===== src/rtl/nlfsr_128_core.sv =====
// Grain-128-style NFSR coupled to a 128-bit LFSR, free-running PRNG.
// Optional runtime seed load enabled by macro NLFSR_SEED_LOAD_EN.
module nlfsr_128_core #(
   parameter logic [127:0] SEED_N =
      128'h0123_4567_89AB_CDEF_FEDC_BA98_7654_3210,
   parameter logic [127:0] SEED_L =
      128'hFFFF_FFFF_FFFF_FFFF_FFFF_FFFF_FFFF_FFFE,
   parameter int STEPS_PER_CLK = 1
) (
   input  logic         clk,
   input  logic         reset,
   output logic [127:0] prng_output
`ifdef NLFSR_SEED_LOAD_EN
   ,
   input  logic         load,
   input  logic [127:0] seed_n_in,
   input  logic [127:0] seed_l_in
`endif
);

   logic [127:0] n_q, n_d;
   logic [127:0] l_q, l_d;
   logic [127:0] n_s, l_s;
   logic         lf, nf;

   // Unrolled register steps, then load/lockup overrides
   always_comb begin
      n_s = n_q;
      l_s = l_q;
      lf  = 1'b0;
      nf  = 1'b0;
      for (int i = 0; i < STEPS_PER_CLK; i++) begin
         lf = l_s[0] ^ l_s[7] ^ l_s[38] ^ l_s[70]
            ^ l_s[81] ^ l_s[96];
         nf = l_s[0] ^ n_s[0] ^ n_s[26] ^ n_s[56]
            ^ n_s[91] ^ n_s[96]
            ^ (n_s[3]  & n_s[67])
            ^ (n_s[11] & n_s[13])
            ^ (n_s[17] & n_s[18])
            ^ (n_s[27] & n_s[59])
            ^ (n_s[40] & n_s[48])
            ^ (n_s[61] & n_s[65])
            ^ (n_s[68] & n_s[84]);
         l_s = {lf, l_s[127:1]};
         n_s = {nf, n_s[127:1]};
      end
      n_d = n_s;
      l_d = l_s;
`ifdef NLFSR_SEED_LOAD_EN
      if (load) begin
         n_d = seed_n_in;
         l_d = (seed_l_in == '0) ? SEED_L : seed_l_in;
      end else if (l_q == '0) begin
         n_d = SEED_N;
         l_d = SEED_L;
      end
`else
      if (l_q == '0) begin
         n_d = SEED_N;
         l_d = SEED_L;
      end
`endif
   end

   // State registers with synchronous active-low reset
   always_ff @(posedge clk) begin
      if (!reset) begin
         n_q <= SEED_N;
         l_q <= SEED_L;
      end else begin
         n_q <= n_d;
         l_q <= l_d;
      end
   end

   assign prng_output = n_q ^ l_q;

endmodule


===== config.mk =====
export PLATFORM = sky130hd
export DESIGN_NAME = nlfsr_128_core
export DESIGN_NICKNAME = d
export VERILOG_FILES = /design/src/rtl/nlfsr_128_core.sv
export SDC_FILE = /design/constraint.sdc
export NUM_CORES = 1
export LEC_CHECK = 0
export BUFFER_PORTS_ARGS = -buffer_cell sky130_fd_sc_hd__clkbuf_2
export CORE_MARGIN = 4
export CORE_UTILIZATION = 50
export DETAILED_ROUTE_END_ITERATION = 12
export PLACE_DENSITY = 0.74
export RECOVER_POWER = 100
export SYNTH_ARGS = -nofsm -noshare
export SYNTH_HDL_FRONTEND = slang
export SYNTH_SLANG_ARGS = --single-unit

===== constraint.sdc =====
create_clock -name clk -period 1.5 [get_ports clk]
set_input_delay 0.075 -clock clk [delete_from_list [all_inputs] [get_ports clk]]
set_output_delay 0.075 -clock clk [all_outputs]
set_load 0.02 [all_outputs]

==> results.md <==
- VDD IR max: 1.02 mV
- Clk_skew: 0.0104 ns
- Cts bufs inserted: 26
- Failing checks: negative setup slack
- Worst min-delay path category: in2reg
- Final count of hold timing violations: 0
- Synth top area share: 60.8%
- Yosys cell types: 12
- Synth top area cells: dfxtp_1 61%, nand2b_1 14%, xor2_1 13%, and2_1 4.8%, nor4_1 2.5%
- CP Launch Type: flop
- Seq/Total Area, Yosys: 60.8%
- Crit-path most repeated cell: buf_4
- Commonest cells post-synth: 256 x dfxtp_1, 190 x nand2b_1, 129 x xor2_1
- Max_cap viols: 0
- Chip Height: 138 µm
- Final Critical Period: 2.04 ns
- Worst path arrival time: 2.49 ns
- Placeable Area: 16600 µm²
- Drt pass-1 iters: 4
- Gp weighted congestion: 0.787
- Post-synth EDFFs: 0
- Layout cells sized above 1: 32.4%
- Critical Path, Cell by Cell: nor4_1 > nand4_1 > nor4_2 > buf_4 > a21boi_4 > buf_4 > clkbuf_16 > nand2b_1
- Clock buffer depth: 3
- Setup-failing EPs final: 260
- Grt total ovfl: 0
- # rows: 47
- Hpwl dp: 13.0 mm
- Num ports: 130
- Initial Util: 50.8%
- Warnings, synthesis: 0
- Die ar.: 19000 µm²
- Antenna violations before repair: 0
- Lkg Pwr: 4.77 nW
- DRC: 0
- Tot Pwr: 0.0150 W
- Fraction of the cycle the final worst path needs: 136%
- Vias in the first global route: 6080
- Slew HR: 66.4%
- Max-slew violations: 0
- Area leader, netlist: dfxtp_1
- Kind of critical path: reg2reg
- GR Util All Layers: 20.7%
- Avg Inst Size Synth: 11.5 µm²
- Post-synthesis cell area: 8430 µm²
- CP Max Fanout: 9
- Via count: 5913
- Die W: 138 µm
- Largest net degree at the start of global routing: 37
- Status: finished, violations left
- TNS Setup: -116.11 ns
- Worst skew pair latency: 0.51 ns
- Slowest stage delay, CP: 0.39 ns
- Starting DRT DRC Count: 216
- CTS tree: yes
- Async set-or-reset flop fraction in the synthesized netlist: 0%
- Clock Sinks: 256
- Pwr/cell area: 1280 nW/µm²
- Final worst slack: -0.544 ns
- H-tree depth: 1
- Antenna-violating nets left: 0
- Routed len/inst: 16.0 µm
- Diode count: 0
- Port bufs: 129
- CTS clk-pin slew, worst paths: 0.06 ns
- Cells after Synth: 733
- First-pass GRT wire length: 30.8 mm
- Max Clock Freq: 489 MHz
- Syn_nets: 735
- Layout area overhead: 38.8%
- Max stage delay cell, worst path: nor4_1
- Most common cell in the netlist: dfxtp_1
- Nets: 1035
- Top_reg_cell synth: dfxtp_1
- Root Buffer: clkbuf_16
- Worst-margin pin slew: 0.502 ns
- RSZ-0062 raised after global routing: true
- Vias per cell: 4.65
- CP required: 1.95 ns
- CP Capture Type: flop
- #FFs+latches synth: 256
- DRT Wirelength: 20.4 mm
- # fillers: 1267
[flip-flops by register name, indices dropped and copies added, names as in the netlist]
register,flops
n_q,128
l_q,128
[cells by family after synthesis]
family,count (synthesis),synth area share [%]
DFF,256,60.8
buffers and inverters,28,1.72
and+or+nand+nor,305,22.4
AOI/OAI and AO/OA,1,0.0891
xor gates and xnor gates,143,15.0
[cells in the final DEF, fill, tap and decap left out, types with 10 or more instances in the layout]
cell       count
and2_1        41
and2_4        24
buf_4         60
buf_6         20
clkbuf_1      55
clkbuf_16     32
clkbuf_2     125
clkbuf_4      35
dfxtp_1      255
nand2b_1     178
nand2b_4      12
nor4_1        22
nor4_2        10
xnor2_1       13
xor2_1       129
[area by class of cell]
cell class,instances,area (µm²),area share [%]
clock inverter,6,108,0.920
tap,220,275,2.35
multi-input combinational,450,3430,29.4
sequential,256,5130,43.8
clock buffer,40,795,6.79
timing repair buffer,299,1960,16.8
[critical path, delay by kind of cell, from the launching register on]
family / cells / cell delay (ns)
buffers and inverters: 3 / 0.53
DFF: 1 / 0.32
AOI/OAI and AO/OA: 1 / 0.11
and+or+nand+nor: 4 / 1.02
[repair_timing]
item / CTS / global route
pin swaps: 5 / 1
resized for setup: 39 / 42
endpoints found under the hold margin: 1 / 0
hold buffers: 1 / 0
buffers inserted: 0 / 2
cloned: 6 / 4
setup endpoints to repair: 261 / 285
[final timing paths]
kind | endpoint | cells past startpoint | slack, ns | startpoint
hold / removal | l_q[0] | 3 | 0.45 | reset
hold reg to reg | n_q[106] | 1 | 0.45 | n_q[107]
setup reg to reg | l_q[25] | 8 | -0.54 | l_q[122]
setup / recovery | l_q[25] | 8 | -0.54 | l_q[122]
[power breakdown]
part | total (W) | internal (W) | switching [W]
Combinational | 0.00115 | 0.000504 | 0.000647
Sequential | 0.00715 | 0.00700 | 0.000145
Clock | 0.00666 | 0.00414 | 0.00252
Total | 0.0150 | 0.0116 | 0.00331
[stage by stage]
step                setup slack, ns  util [%]  instances  cell area (µm²)  hold WS, ns
floorplan                   -0.0911         -        733             8470        0.202
global placement             -0.650      63.0       1212            10400        0.390
detailed placement           -0.704      63.0       1212            10400        0.354
CTS                          -0.518      70.3       1265            11700        0.423
global route                 -0.640      70.6       1271            11700        0.443
finish                       -0.544      70.6       1271            11700        0.450
[routing by layer]
metal	vias up	routed length (µm)	track usage, %
met5	-	0	0
met4	0	370	5.10
met3	31	960	4.21
met2	125	10300	36.6
met1	2830	8760	26.0
li1	2927	-	-
Note: power is estimated with default switching activity, not from simulation.
